File: config.mk
export PLATFORM = sky130hd
export DESIGN_NAME = lpddr2_avm_arbiter_flat
export DESIGN_NICKNAME = d
export VERILOG_FILES = /design/src/rtl/lpddr2_avm_arbiter_if.sv /design/src/rtl/lpddr2_avm_arbiter.sv /design/src/flat_wrapper.sv
export SDC_FILE = /design/constraint.sdc
export NUM_CORES = 1
export LEC_CHECK = 0
export BUFFER_PORTS_ARGS = -buffer_cell sky130_fd_sc_hd__clkbuf_2
export CORE_AREA = 4 4 115 117
export DETAILED_ROUTE_END_ITERATION = 10
export DIE_AREA = 0 0 119 121
export GPL_ROUTABILITY_DRIVEN = 0
export PLACE_DENSITY_LB_ADDON = 0.25
export SLEW_MARGIN = 20
export SYNTH_ARGS = -nofsm -noshare
export SYNTH_HDL_FRONTEND = slang
export SYNTH_SLANG_ARGS = --single-unit
File: constraint.sdc
create_clock -name avm_clk -period 2.2 [get_ports avm_clk]
set_input_delay 0.22 -clock avm_clk [delete_from_list [all_inputs] [get_ports avm_clk]]
set_output_delay 0.22 -clock avm_clk [all_outputs]
set_load 0.005 [all_outputs]
File: src/rtl/lpddr2_avm_arbiter_if.sv
// Avalon-MM command/response bundle used for both requester ports and the MPFE port.
// master drives the command; slave drives waitrequest and the read response.
interface lpddr2_avm_arbiter_if #(
    parameter int ADDR_W = 27,
    parameter int DATA_W = 32
);
    logic [ADDR_W-1:0]   address;
    logic                read;
    logic                write;
    logic [DATA_W-1:0]   writedata;
    logic [DATA_W/8-1:0] byteenable;
    logic                waitrequest;
    logic [DATA_W-1:0]   readdata;
    logic                readdatavalid;

    modport master (
        output address, read, write, writedata, byteenable,
        input  waitrequest, readdata, readdatavalid
    );

    modport slave (
        input  address, read, write, writedata, byteenable,
        output waitrequest, readdata, readdatavalid
    );
endinterface

File: src/rtl/lpddr2_avm_arbiter.sv
// Round-robin arbiter sharing one LPDDR2 MPFE Avalon port between two requesters;
// an in-order tag FIFO steers pipelined read data back to the issuing requester.
module lpddr2_avm_arbiter #(
    parameter int ADDR_W    = 27,
    parameter int DATA_W    = 32,
    parameter int MAX_OUTST = 4
) (
    input  logic                 avm_clk,
    input  logic                 avm_rst_n,
    input  logic                 mem_ready,
    lpddr2_avm_arbiter_if.slave  s0,
    lpddr2_avm_arbiter_if.slave  s1,
    lpddr2_avm_arbiter_if.master m,
    output logic                 rd_err
);
    localparam int PTR_W = $clog2(MAX_OUTST);
    localparam int CNT_W = $clog2(MAX_OUTST) + 1;

    typedef enum logic [1:0] {IDLE, GNT0, GNT1} state_t;

    state_t               state;
    logic                 rr;
    logic [MAX_OUTST-1:0] tags;
    logic [PTR_W-1:0]     wptr, rptr;
    logic [CNT_W-1:0]     count;
    logic                 full, empty, cmd0, cmd1, elig0, elig1;
    logic                 accept, push, pop;

    assign full   = (count == CNT_W'(MAX_OUTST));
    assign empty  = (count == '0);
    assign cmd0   = s0.read | s0.write;
    assign cmd1   = s1.read | s1.write;
    assign elig0  = s0.write | (s0.read & ~full);
    assign elig1  = s1.write | (s1.read & ~full);
    assign accept = (state != IDLE) & ~m.waitrequest & (m.read | m.write);
    assign push   = accept & m.read;
    assign pop    = m.readdatavalid & ~empty;

    always_ff @(posedge avm_clk or negedge avm_rst_n) begin
        if (!avm_rst_n) begin
            state <= IDLE;
            rr    <= 1'b0;
        end else begin
            case (state)
                IDLE: if (mem_ready) begin
                    if (elig0 && (!elig1 || !rr)) state <= GNT0;
                    else if (elig1)               state <= GNT1;
                end
                // A dropped command is a protocol violation; release the grant without a push.
                GNT0: if (!cmd0) state <= IDLE;
                      else if (!m.waitrequest) begin
                          state <= IDLE;
                          rr    <= 1'b1;
                      end
                GNT1: if (!cmd1) state <= IDLE;
                      else if (!m.waitrequest) begin
                          state <= IDLE;
                          rr    <= 1'b0;
                      end
                default: state <= IDLE;
            endcase
        end
    end

    // Tag FIFO: one bit per outstanding read, 1 = requester 1.
    always_ff @(posedge avm_clk or negedge avm_rst_n) begin
        if (!avm_rst_n) begin
            tags   <= '0;
            wptr   <= '0;
            rptr   <= '0;
            count  <= '0;
            rd_err <= 1'b0;
        end else begin
            if (push) begin
                tags[wptr] <= (state == GNT1);
                wptr       <= wptr + PTR_W'(1);
            end
            if (pop) rptr <= rptr + PTR_W'(1);
            case ({push, pop})
                2'b10:   count <= count + CNT_W'(1);
                2'b01:   count <= count - CNT_W'(1);
                default: count <= count;
            endcase
            if (m.readdatavalid && empty) rd_err <= 1'b1;
        end
    end

    always_comb begin
        m.address      = {ADDR_W{1'b0}};
        m.read         = 1'b0;
        m.write        = 1'b0;
        m.writedata    = {DATA_W{1'b0}};
        m.byteenable   = {(DATA_W/8){1'b0}};
        s0.waitrequest = 1'b1;
        s1.waitrequest = 1'b1;
        case (state)
            GNT0: begin
                m.address      = s0.address;
                m.read         = s0.read;
                m.write        = s0.write;
                m.writedata    = s0.writedata;
                m.byteenable   = s0.byteenable;
                s0.waitrequest = m.waitrequest;
            end
            GNT1: begin
                m.address      = s1.address;
                m.read         = s1.read;
                m.write        = s1.write;
                m.writedata    = s1.writedata;
                m.byteenable   = s1.byteenable;
                s1.waitrequest = m.waitrequest;
            end
            default: ;
        endcase
    end

    assign s0.readdata      = m.readdata;
    assign s1.readdata      = m.readdata;
    assign s0.readdatavalid = m.readdatavalid & ~empty & ~tags[rptr];
    assign s1.readdatavalid = m.readdatavalid & ~empty &  tags[rptr];
endmodule

File: src/flat_wrapper.sv
// flat-port wrapper written by rule: the top's interface ports become plain ports
module lpddr2_avm_arbiter_flat 
#(
    parameter int ADDR_W    = 27,
    parameter int DATA_W    = 32,
    parameter int MAX_OUTST = 4
)
  (avm_clk, avm_rst_n, mem_ready, rd_err, s0_address, s0_read, s0_write, s0_writedata, s0_byteenable, s0_waitrequest, s0_readdata, s0_readdatavalid, s1_address, s1_read, s1_write, s1_writedata, s1_byteenable, s1_waitrequest, s1_readdata, s1_readdatavalid, m_address, m_read, m_write, m_writedata, m_byteenable, m_waitrequest, m_readdata, m_readdatavalid);
  lpddr2_avm_arbiter_if #(.ADDR_W(ADDR_W), .DATA_W(DATA_W)) s0_i ();
  lpddr2_avm_arbiter_if #(.ADDR_W(ADDR_W), .DATA_W(DATA_W)) s1_i ();
  lpddr2_avm_arbiter_if #(.ADDR_W(ADDR_W), .DATA_W(DATA_W)) m_i ();
  input  logic avm_clk;
  input  logic avm_rst_n;
  input  logic mem_ready;
  output logic rd_err;
  input wire logic [$bits(s0_i.address)-1:0] s0_address;
  input wire logic [$bits(s0_i.read)-1:0] s0_read;
  input wire logic [$bits(s0_i.write)-1:0] s0_write;
  input wire logic [$bits(s0_i.writedata)-1:0] s0_writedata;
  input wire logic [$bits(s0_i.byteenable)-1:0] s0_byteenable;
  output wire logic [$bits(s0_i.waitrequest)-1:0] s0_waitrequest;
  output wire logic [$bits(s0_i.readdata)-1:0] s0_readdata;
  output wire logic [$bits(s0_i.readdatavalid)-1:0] s0_readdatavalid;
  input wire logic [$bits(s1_i.address)-1:0] s1_address;
  input wire logic [$bits(s1_i.read)-1:0] s1_read;
  input wire logic [$bits(s1_i.write)-1:0] s1_write;
  input wire logic [$bits(s1_i.writedata)-1:0] s1_writedata;
  input wire logic [$bits(s1_i.byteenable)-1:0] s1_byteenable;
  output wire logic [$bits(s1_i.waitrequest)-1:0] s1_waitrequest;
  output wire logic [$bits(s1_i.readdata)-1:0] s1_readdata;
  output wire logic [$bits(s1_i.readdatavalid)-1:0] s1_readdatavalid;
  output wire logic [$bits(m_i.address)-1:0] m_address;
  output wire logic [$bits(m_i.read)-1:0] m_read;
  output wire logic [$bits(m_i.write)-1:0] m_write;
  output wire logic [$bits(m_i.writedata)-1:0] m_writedata;
  output wire logic [$bits(m_i.byteenable)-1:0] m_byteenable;
  input wire logic [$bits(m_i.waitrequest)-1:0] m_waitrequest;
  input wire logic [$bits(m_i.readdata)-1:0] m_readdata;
  input wire logic [$bits(m_i.readdatavalid)-1:0] m_readdatavalid;
  assign s0_i.address = s0_address;
  assign s0_i.read = s0_read;
  assign s0_i.write = s0_write;
  assign s0_i.writedata = s0_writedata;
  assign s0_i.byteenable = s0_byteenable;
  assign s0_waitrequest = s0_i.waitrequest;
  assign s0_readdata = s0_i.readdata;
  assign s0_readdatavalid = s0_i.readdatavalid;
  assign s1_i.address = s1_address;
  assign s1_i.read = s1_read;
  assign s1_i.write = s1_write;
  assign s1_i.writedata = s1_writedata;
  assign s1_i.byteenable = s1_byteenable;
  assign s1_waitrequest = s1_i.waitrequest;
  assign s1_readdata = s1_i.readdata;
  assign s1_readdatavalid = s1_i.readdatavalid;
  assign m_address = m_i.address;
  assign m_read = m_i.read;
  assign m_write = m_i.write;
  assign m_writedata = m_i.writedata;
  assign m_byteenable = m_i.byteenable;
  assign m_i.waitrequest = m_waitrequest;
  assign m_i.readdata = m_readdata;
  assign m_i.readdatavalid = m_readdatavalid;
  lpddr2_avm_arbiter #(.ADDR_W(ADDR_W), .DATA_W(DATA_W), .MAX_OUTST(MAX_OUTST)) u_core (.avm_clk(avm_clk), .avm_rst_n(avm_rst_n), .mem_ready(mem_ready), .s0(s0_i), .s1(s1_i), .m(m_i), .rd_err(rd_err));
endmodule
# After elaboration in Yosys (flattened, before gate mapping)

Cells that the tools add are included.

Add/subtract/negate cells: 4
Order comparisons: 3
Equality and inequality tests: 11
Multiplexer cells: 25
Bitwise operators: 17
Reduce and logical (&&, ||, !) cells: 13

Operator list:

| operator            | number |
|---|---|
| $pmux 32 s2         | 1 |
| $pmux 27 s2         | 1 |
| $mux 2              | 6 |
| $and 1x1->1         | 8 |
| $mux 1              | 8 |
| $pmux 4 s2          | 1 |
| $lt 2x3->1 const B  | 2 |
| $ne 2x2->1 const B  | 3 |
| $pmux 1 s2          | 3 |
| $pmux 2 s3          | 1 |
| $pmux 3 s2          | 1 |
| $reduce_bool 2->1   | 3 |
| $or 1x1->1          | 5 |
| $reduce_and 5->1    | 1 |
| $add 2x1->2 const B | 2 |
| $bwmux 4            | 1 |
| $eq 2x1->1 const B  | 2 |
| $eq 2x2->1 const B  | 2 |
| $ne 2x1->1 const B  | 2 |
| $not 1->1           | 4 |
| $add 3x1->3 const B | 1 |
| $eq 3x3->1 const B  | 1 |
| $logic_and 1x1->1   | 3 |
| $logic_not 3->1     | 1 |
| other kinds (9)     | 10 |

Register bits after elaboration: 15
Output and inout port bits: 134

# Longest topological paths before layout

Gate-level depths: netlist (run 1).

Word-level depth: 10
Depth in mapped cells: 12

# Least setup slack after synthesis (run 1)

OpenSTA, ideal clock, no wires.

Path type: reg-to-reg
From: reg u_core.state[1]
To: reg u_core.count[2]
Setup time: 0.079 ns
Arrival: 2.083 ns
Required time: 2.121 ns
Slack: 0.038 ns
Stages on the path, launching flop included: 13
Cells stage by stage: dfrtp_1 -> inv_1 -> ha_1 -> buf_2 -> a22oi_2 -> nor4b_4 -> inv_1 -> ha_1 -> inv_1 -> fa_1 -> xor2_1 -> nor2_1 -> xor2_1

Longest elaborated chain between the ends: 7
Elaborated cells on any way between the ends: 13
Classes of those cells: 4 x eq/ne; 3 x mux; 4 x bitwise; 2 x reduce/logical

RTL lines:

| item                                                   | RTL line                 | text |
|---|---|---|
| start, declared                                        | lpddr2_avm_arbiter.sv:21 | `state_t state;` |
| start signal, assigned                                 | lpddr2_avm_arbiter.sv:41 | `state <= IDLE;` |
| start signal, assigned                                 | lpddr2_avm_arbiter.sv:46 | `if (elig0 && (!elig1 \|\| !rr)) state <= GNT0;` |
| start signal, assigned                                 | lpddr2_avm_arbiter.sv:47 | `else if (elig1) state <= GNT1;` |
| $eq 2x2->1 / $eq 2x1->1 (equally long branches)        | lpddr2_avm_arbiter.sv:96 | `case (state)` |
| $pmux 1 s2                                             | lpddr2_avm_arbiter.sv:96 |  |
| $or 1x1->1                                             | lpddr2_avm_arbiter.sv:35 | `assign accept = (state != IDLE) & ~m.waitrequest & (m.read \| m.write);` |
| $and 1x1->1                                            | lpddr2_avm_arbiter.sv:35 |  |
| $and 1x1->1 (*)                                        | lpddr2_avm_arbiter.sv:36 | `assign push = accept & m.read;` |
| $eq 2x1->1 / $eq 2x2->1 (equally long branches)        | lpddr2_avm_arbiter.sv:79 | `case ({push, pop})` |
| $pmux 3 s2 / $reduce_bool 2->1 (equally long branches) | --                       |  |
| end signal, assigned                                   | lpddr2_avm_arbiter.sv:80 | `2'b10: count <= count + CNT_W'(1);` |
| end signal, assigned                                   | lpddr2_avm_arbiter.sv:81 | `2'b01: count <= count - CNT_W'(1);` |
| end signal, assigned                                   | lpddr2_avm_arbiter.sv:82 | `default: count <= count;` |
| end, declared                                          | lpddr2_avm_arbiter.sv:25 | `logic [CNT_W-1:0] count;` |

Mark *: on every way between the ends. The rest lies on a longest branch, timed or not.
A chain may end at the register's enable or synchronous reset.

# Worst setup path after layout (run 1)

Ends and elaborated chain as after synthesis.

==> metrics.md, run 1 <==
| Metric | Value |
|---|---|
| Min Hold Slack | `0.1984 ns` |
| Layout cells sized above 1 | `51.50%` |
| Initial antenna violation count | `0` |
| Period utilisation layout | `95.48%` |
| Total global routing overflow | `0` |
| Critical Path RT | `2.37 ns` |
| CP endpoint kind | `flip-flop` |
| Root Driver | `clkbuf_16` |
| DP HPWL | `8259 um` |
| Most frequent cells in the layout | `204 x clkbuf_2, 65 x nor2b_1, 64 x a22oi_1, 15 x dfrtp_1, 9 x inv_1` |
| RSZ-0062 raised after global routing | `false` |
| Yosys warnings | `0` |
| Sink Count | `15` |
| Routed vias/inst | `4.340` |
| Routed via count | `2626` |
| Sw Pwr | `1290 uW` |
| Logic pwr share | `71.4%` |
| Pins over their slew limit | `0` |
| Cells after synthesis | `305` |
| H-tree lvl count | `1` |
| Clk pwr share | `11.8%` |
| Worst VDD drop | `0.5284 mV` |
| Fillers | `1375` |
| Crit Path Max Fanout | `5` |
| Ant diodes | `0` |
| Post-DRT Antenna Nets | `0` |
| Post-synth EDFFs | `0` |
| Sequential element share of the synthesized area | `15.73%` |
| Maximum clock rate | `476.1 MHz` |
| Yosys reg bits | `15` |
| Leakage power | `0.001571 uW` |
| Clock slew at reported path FFs | `0.05 ns` |
| Pwr Density | `915.2 nW/um2` |
| Mapped cell area | `2386 um2` |
| Yosys cell types | `32` |
| Width of the die | `119 um` |
| Syn_area_per_cell | `7.823 um2` |
| Area Overhead vs Synth | `34.82%` |
| Min cycle time layout | `2.101 ns` |
| IO Port Bufs | `204` |
| Syn Nets | `482` |
| First-pass GRT wire length | `14240 um` |
| CTS tree | `yes` |
| Number of global-route vias before repair | `2519` |
| Detail-routed net length per standard cell | `16.15 um` |
| Final setup fails | `0` |
| # DRC | `0` |
| Sw frac | `43.81%` |
| 1st-iter DRT viols | `143` |
| Setup TNS | `0 ns` |
| Storage cell area | `375.4 um2` |
| Max-cap viol count | `0` |
| Seq pwr share | `16.8%` |
| Row Count | `41` |
| Slew headroom | `66.68%` |
| CP Data Arrival Time | `2.27 ns` |
| Slew @ Worst Pin | `0.4997 ns` |
| Core Region | `12360 um2` |
| Max clock buf depth | `2` |
| Largest net degree at the start of global routing | `72` |
| Synth async-reset ratio | `100.0%` |
| Total Routed Length | `9772 um` |
| Initial Util | `19.30%` |
| DIE AREA | `14400 um2` |
| Die height | `121 um` |
| Synth Flop Type | `dfrtp_1` |
| Clk_lat worst skew | `0.24 ns` |
| Hold Path Class | `primary input to flip-flop` |
| Clock skew | `0.003635 ns` |
| Startpoint Class | `flip-flop` |
| CTS Buf Count | `3` |
| Int Power | `1654 uW` |
| Most common cell after layout, fill and taps aside | `clkbuf_2` |
| IO Pins | `301` |
| Final net count | `611` |
| Area of the multi-input gates | `1409 um2` |
| Run status | `finished, final reports clean` |
| Critical path type | `flip-flop to flip-flop` |
| Final Hold Vio Count | `0` |
| First drt pass iteration count | `4` |
| GRT Total Usage | `12.11%` |
[registers in the layout, summed over array words and instances, names as in the netlist]
register	flops
u_core.count	3
u_core.rd_err	1
u_core.rptr	2
u_core.rr	1
u_core.state	2
u_core.tags	4
u_core.wptr	2
[power groups by stage]
stage	combinational [uW]	clock [uW]	sequential, uW
floorplan	1480	0	468
global placement	2070	0	490
detailed placement	2100	0	494
CTS	2110	359	492
global route	2340	374	510
finish	2100	348	493
[synth_stat cells (2+ instances only)]
master    count  share of area, %
nand2b_1      4               1.0
a21oi_1       5               1.0
nor2_1        5              0.79
inv_1        11               1.7
nand2_1       8               1.3
buf_1         4              0.63
xor2_1        2              0.73
nor2b_1      65                17
xnor2_1       4               1.5
buf_2         3              0.63
ha_1          9               4.7
nor3_1        2              0.42
o21ai_0       5               1.0
mux2_1        4               1.9
buf_4        64                20
clkbuf_1     16               2.5
dfrtp_1      15                16
a22oi_1      64                20
a21o_1        2              0.63
[cell families (layout without fill, tap and decap cells)]
group	count (synthesis)	after routing	share of synthesized area (%)
AOI/OAI and AO/OA	82	82	25.17
xor gates and xnor gates	6	6	2.202
adders and majority gates	10	10	5.559
buffers and inverters	98	226	25.64
DFF	15	15	15.73
muxes	6	6	3.251
and+or+nand+nor	88	88	22.44
[per-layer routing]
metal  up-vias  GRT usage, %  part of all wire, %
met1      1229         15.44                   40
li1       1249             -                    -
met2       138         20.95                   52
met3        10         3.030                  7.1
met5         -             0                    0
met4         0         2.028                 0.89
[worst paths after layout]
check / startpoint / cells after the start / slack, ns / to
worst max-delay path: u_core.state[1] / 11 / 0.1 / u_core.count[2]
worst min-delay path: m_readdatavalid / 2 / 0.20 / u_core.rd_err
worst max register to register: u_core.state[1] / 11 / 0.1 / u_core.count[2]
worst min register to register: u_core.rd_err / 1 / 0.46 / u_core.rd_err
max in group asynchronous: avm_rst_n / 2 / 1.48 / u_core.wptr[1]
min in group asynchronous: avm_rst_n / 2 / 0.43 / u_core.rr
[per-stage QoR]
stage	util [%]	worst slack (ns)	cell area (um2)	power [uW]	std cells
4_1_cts	25.89	0.00007727	3201	2961	604
3_3_place_gp	25.13	0.09037	3107	2558	599
2_1_floorplan	-	0.03760	2386	1944	305
5_1_grt	26.02	0.007733	3217	3222	605
6_report	26.02	0.09943	3217	2944	605
3_5_place_dp	25.13	-0.001262	3107	2593	599
[worst max-delay path, cell delays in order, from the launching register on]
cell,delay [ns]
dfrtp_1,0.42
inv_2,0.06
ha_2,0.19
a22oi_2,0.23
nor4b_4,0.07
inv_1,0.07
ha_2,0.18
inv_1,0.05
fa_2,0.33
xor2_1,0.15
nor2_1,0.12
xor2_1,0.14
[repair_timing]
action,4_1_cts,5_1_grt
gates resized for setup,1,6
setup endpoints to repair,45,13
hold endpoints to repair,15,0
hold buffers,1,0
setup buffers,0,1
pin swaps,0,2
[layout make-up]
class                           instances  share of cell area, %
Multi-Input combinational cell        192                  43.80
Timing Repair Buffer                  211                  34.07
Sequential cell                        15                  11.67
Tap cell                              172                  6.690
Clock buffer                            3                  2.334
Inverter                               11                  1.284
Clock inverter                          1                 0.1556
Power figures use the tool's default switching activity.
==> run 2: changes to the inputs <==
--- a/config.mk
+++ b/config.mk
@@ -5,13 +5,12 @@
 export SDC_FILE = /design/constraint.sdc
 export NUM_CORES = 1
 export LEC_CHECK = 0
-export BUFFER_PORTS_ARGS = -buffer_cell sky130_fd_sc_hd__clkbuf_2
 export CORE_AREA = 4 4 115 117
 export DETAILED_ROUTE_END_ITERATION = 10
 export DIE_AREA = 0 0 119 121
+export DONT_BUFFER_PORTS = 1
 export GPL_ROUTABILITY_DRIVEN = 0
 export PLACE_DENSITY_LB_ADDON = 0.25
-export SLEW_MARGIN = 20
 export SYNTH_ARGS = -nofsm -noshare
 export SYNTH_HDL_FRONTEND = slang
 export SYNTH_SLANG_ARGS = --single-unit
==> run 2 against run 1 <==
Compared with the run above:
- register-to-register slack worse by 0.03 ns
- flip-flop and latch count stayed put
- worst setup slack worse by 0.029 ns
==> metrics.md, run 2 (same netlist as run 1, synthesis figures left out) <==
| Metric | Value |
|---|---|
| Run status | `finished, final reports clean` |
| Initial Util | `19.30%` |
| Startpoint Class | `flip-flop` |
| Pwr Density | `1161 nW/um2` |
| Clock skew | `0.001943 ns` |
| Pins over their slew limit | `0` |
| Area Overhead vs Synth | `-5.454%` |
| RSZ-0062 raised after global routing | `true` |
| Ant diodes | `0` |
| Leakage power | `0.0007289 uW` |
| Pre-CTS setup slack | `0.007809 ns` |
| Worst VDD drop | `0.7177 mV` |
| Root Driver | `clkbuf_16` |
| Crit Path Max Fanout | `3` |
| Seq pwr share | `18.8%` |
| Total global routing overflow | `0` |
| Final setup fails | `0` |
| DIE AREA | `14400 um2` |
| Met2 WL | `4275 um` |
| First-pass GRT wire length | `11390 um` |
| Detail-routed net length per standard cell | `21.63 um` |
| Die height | `121 um` |
| Row Count | `41` |
| Layout cells sized above 1 | `10.64%` |
| Most frequent cells in the layout | `65 x nor2b_1, 64 x a22oi_1, 15 x dfrtp_1, 10 x inv_1, 9 x buf_4` |
| Hold Path Class | `primary input to flip-flop` |
| Min cycle time layout | `2.129 ns` |
| CP endpoint kind | `flip-flop` |
| Routed via count | `1967` |
| Slew @ Worst Pin | `0.7256 ns` |
| Width of the die | `119 um` |
| Post-DRT Antenna Nets | `0` |
| Maximum clock rate | `469.7 MHz` |
| Number of global-route vias before repair | `1700` |
| Clock slew at reported path FFs | `0.05 ns` |
| H-tree lvl count | `1` |
| Met1 wire length | `3501 um` |
| Clk pwr share | `13.7%` |
| Largest net degree at the start of global routing | `72` |
| Initial antenna violation count | `0` |
| Top routing layer used | `met4` |
| Max FFs per register | `4` |
| DP HPWL | `7353 um` |
| Period utilisation layout | `96.78%` |
| Routed vias/inst | `4.833` |
| Sw frac | `45.23%` |
| Top Registers | `u_core.tags (4), u_core.count (3)` |
| Logic pwr share | `67.6%` |
| Int Power | `1434 uW` |
| Min Hold Slack | `0.08857 ns` |
| Core Region | `12360 um2` |
| Clk_lat worst skew | `0.25 ns` |
| First drt pass iteration count | `4` |
| Final Hold Vio Count | `0` |
| Most common cell after layout, fill and taps aside | `nor2b_1` |
| Total Routed Length | `8802 um` |
| Final worst slack | `0.07076 ns` |
| 1st-iter DRT viols | `81` |
| Routed met3 length | `903 um` |
| IO Port Bufs | `0` |
| Critical Path RT | `2.37 ns` |
| CTS tree | `yes` |
| Max clock buf depth | `2` |
| Max-cap viol count | `0` |
| Fin util | `18.25%` |
| GRT Total Usage | `10.17%` |
| # DRC | `0` |
| Final net count | `413` |
| Sw Pwr | `1184 uW` |
| CP Data Arrival Time | `2.30 ns` |
| CTS Buf Count | `3` |
| Critical path type | `flip-flop to flip-flop` |
| Slew headroom | `51.47%` |
| Most flop-heavy register | `u_core.tags` |
| IO Pins | `301` |
| Sink Count | `15` |
[run 2: cell types whose count changed in the layout (fill, tap and decap cells not counted), sizes merged]
cell	previous run	this run
buf	6	11
clkbuf	207	4
[run 2: final cells by class]
type | instances | area [um2]
fillers | 1371 | 10110
multi-input cells | 192 | 1421
flip-flops and latches | 15 | 375.4
well taps | 172 | 215.2
repair buffers | 13 | 122.6
clock buffers | 3 | 75.07
inverters | 11 | 41.29
clock inverters | 1 | 5.005
[run 2: worst max-delay path: stages (launching register included)]
cell and delay [ns]:
dfrtp_1 0.40, buf_6 0.13, ha_4 0.16, a22oi_2 0.19, nor4b_4 0.07, inv_1 0.07
ha_2 0.18, inv_1 0.05, fa_2 0.33, xor2_1 0.15, nor2_1 0.15, xor2_1 0.16
[run 2: through the flow]
stage                     instance area [um2]  total power [uW]  setup TNS, ns  std cells
after floorplan                          2386              1944              0        305
after global placement                   2101              2156              0        397
after detailed placement                 2101              2212              0        397
after CTS                                2202              2598              0        403
after global routing                     2256              2842       -0.05674        407
final                                    2256              2618              0        407
[run 2: metal layers]
| layer | vias to the layer above | track usage, % |
|---|---|---|
| li1 | 854 | - |
| met1 | 921 | 13.36 |
| met2 | 179 | 16.25 |
| met3 | 13 | 3.263 |
| met4 | 0 | 2.390 |
| met5 | - | 0 |
[run 2: what timing repair did]
item                                    in CTS  in global routing
buffers inserted                             1                  4
pin swaps                                    0                  3
hold endpoints to repair                    15                  0
endpoints found under the setup margin       8                  2
resized for setup                            1                  7
hold buffers                                 1                  0
[run 2: power by group through the flow]
stage / Clock, uW / Sequential, uW / Combinational, uW
6_report: 358 / 491 / 1770
5_1_grt: 374 / 510 / 1960
4_1_cts: 365 / 491 / 1740
3_5_place_dp: 0 / 497 / 1710
3_3_place_gp: 0 / 495 / 1660
2_1_floorplan: 0 / 468 / 1480
[run 2: final timing paths]
path	from	end	slack [ns]	depth (start not counted)
max reg2reg	u_core.state[1]	u_core.count[2]	0.07	11
max	u_core.state[1]	u_core.count[2]	0.07	11
max in group asynchronous	avm_rst_n	u_core.tags[1]	1.27	1
min	m_readdatavalid	u_core.rd_err	0.09	1
min in group asynchronous	avm_rst_n	u_core.rr	0.48	1
min reg2reg	u_core.rd_err	u_core.rd_err	0.48	1
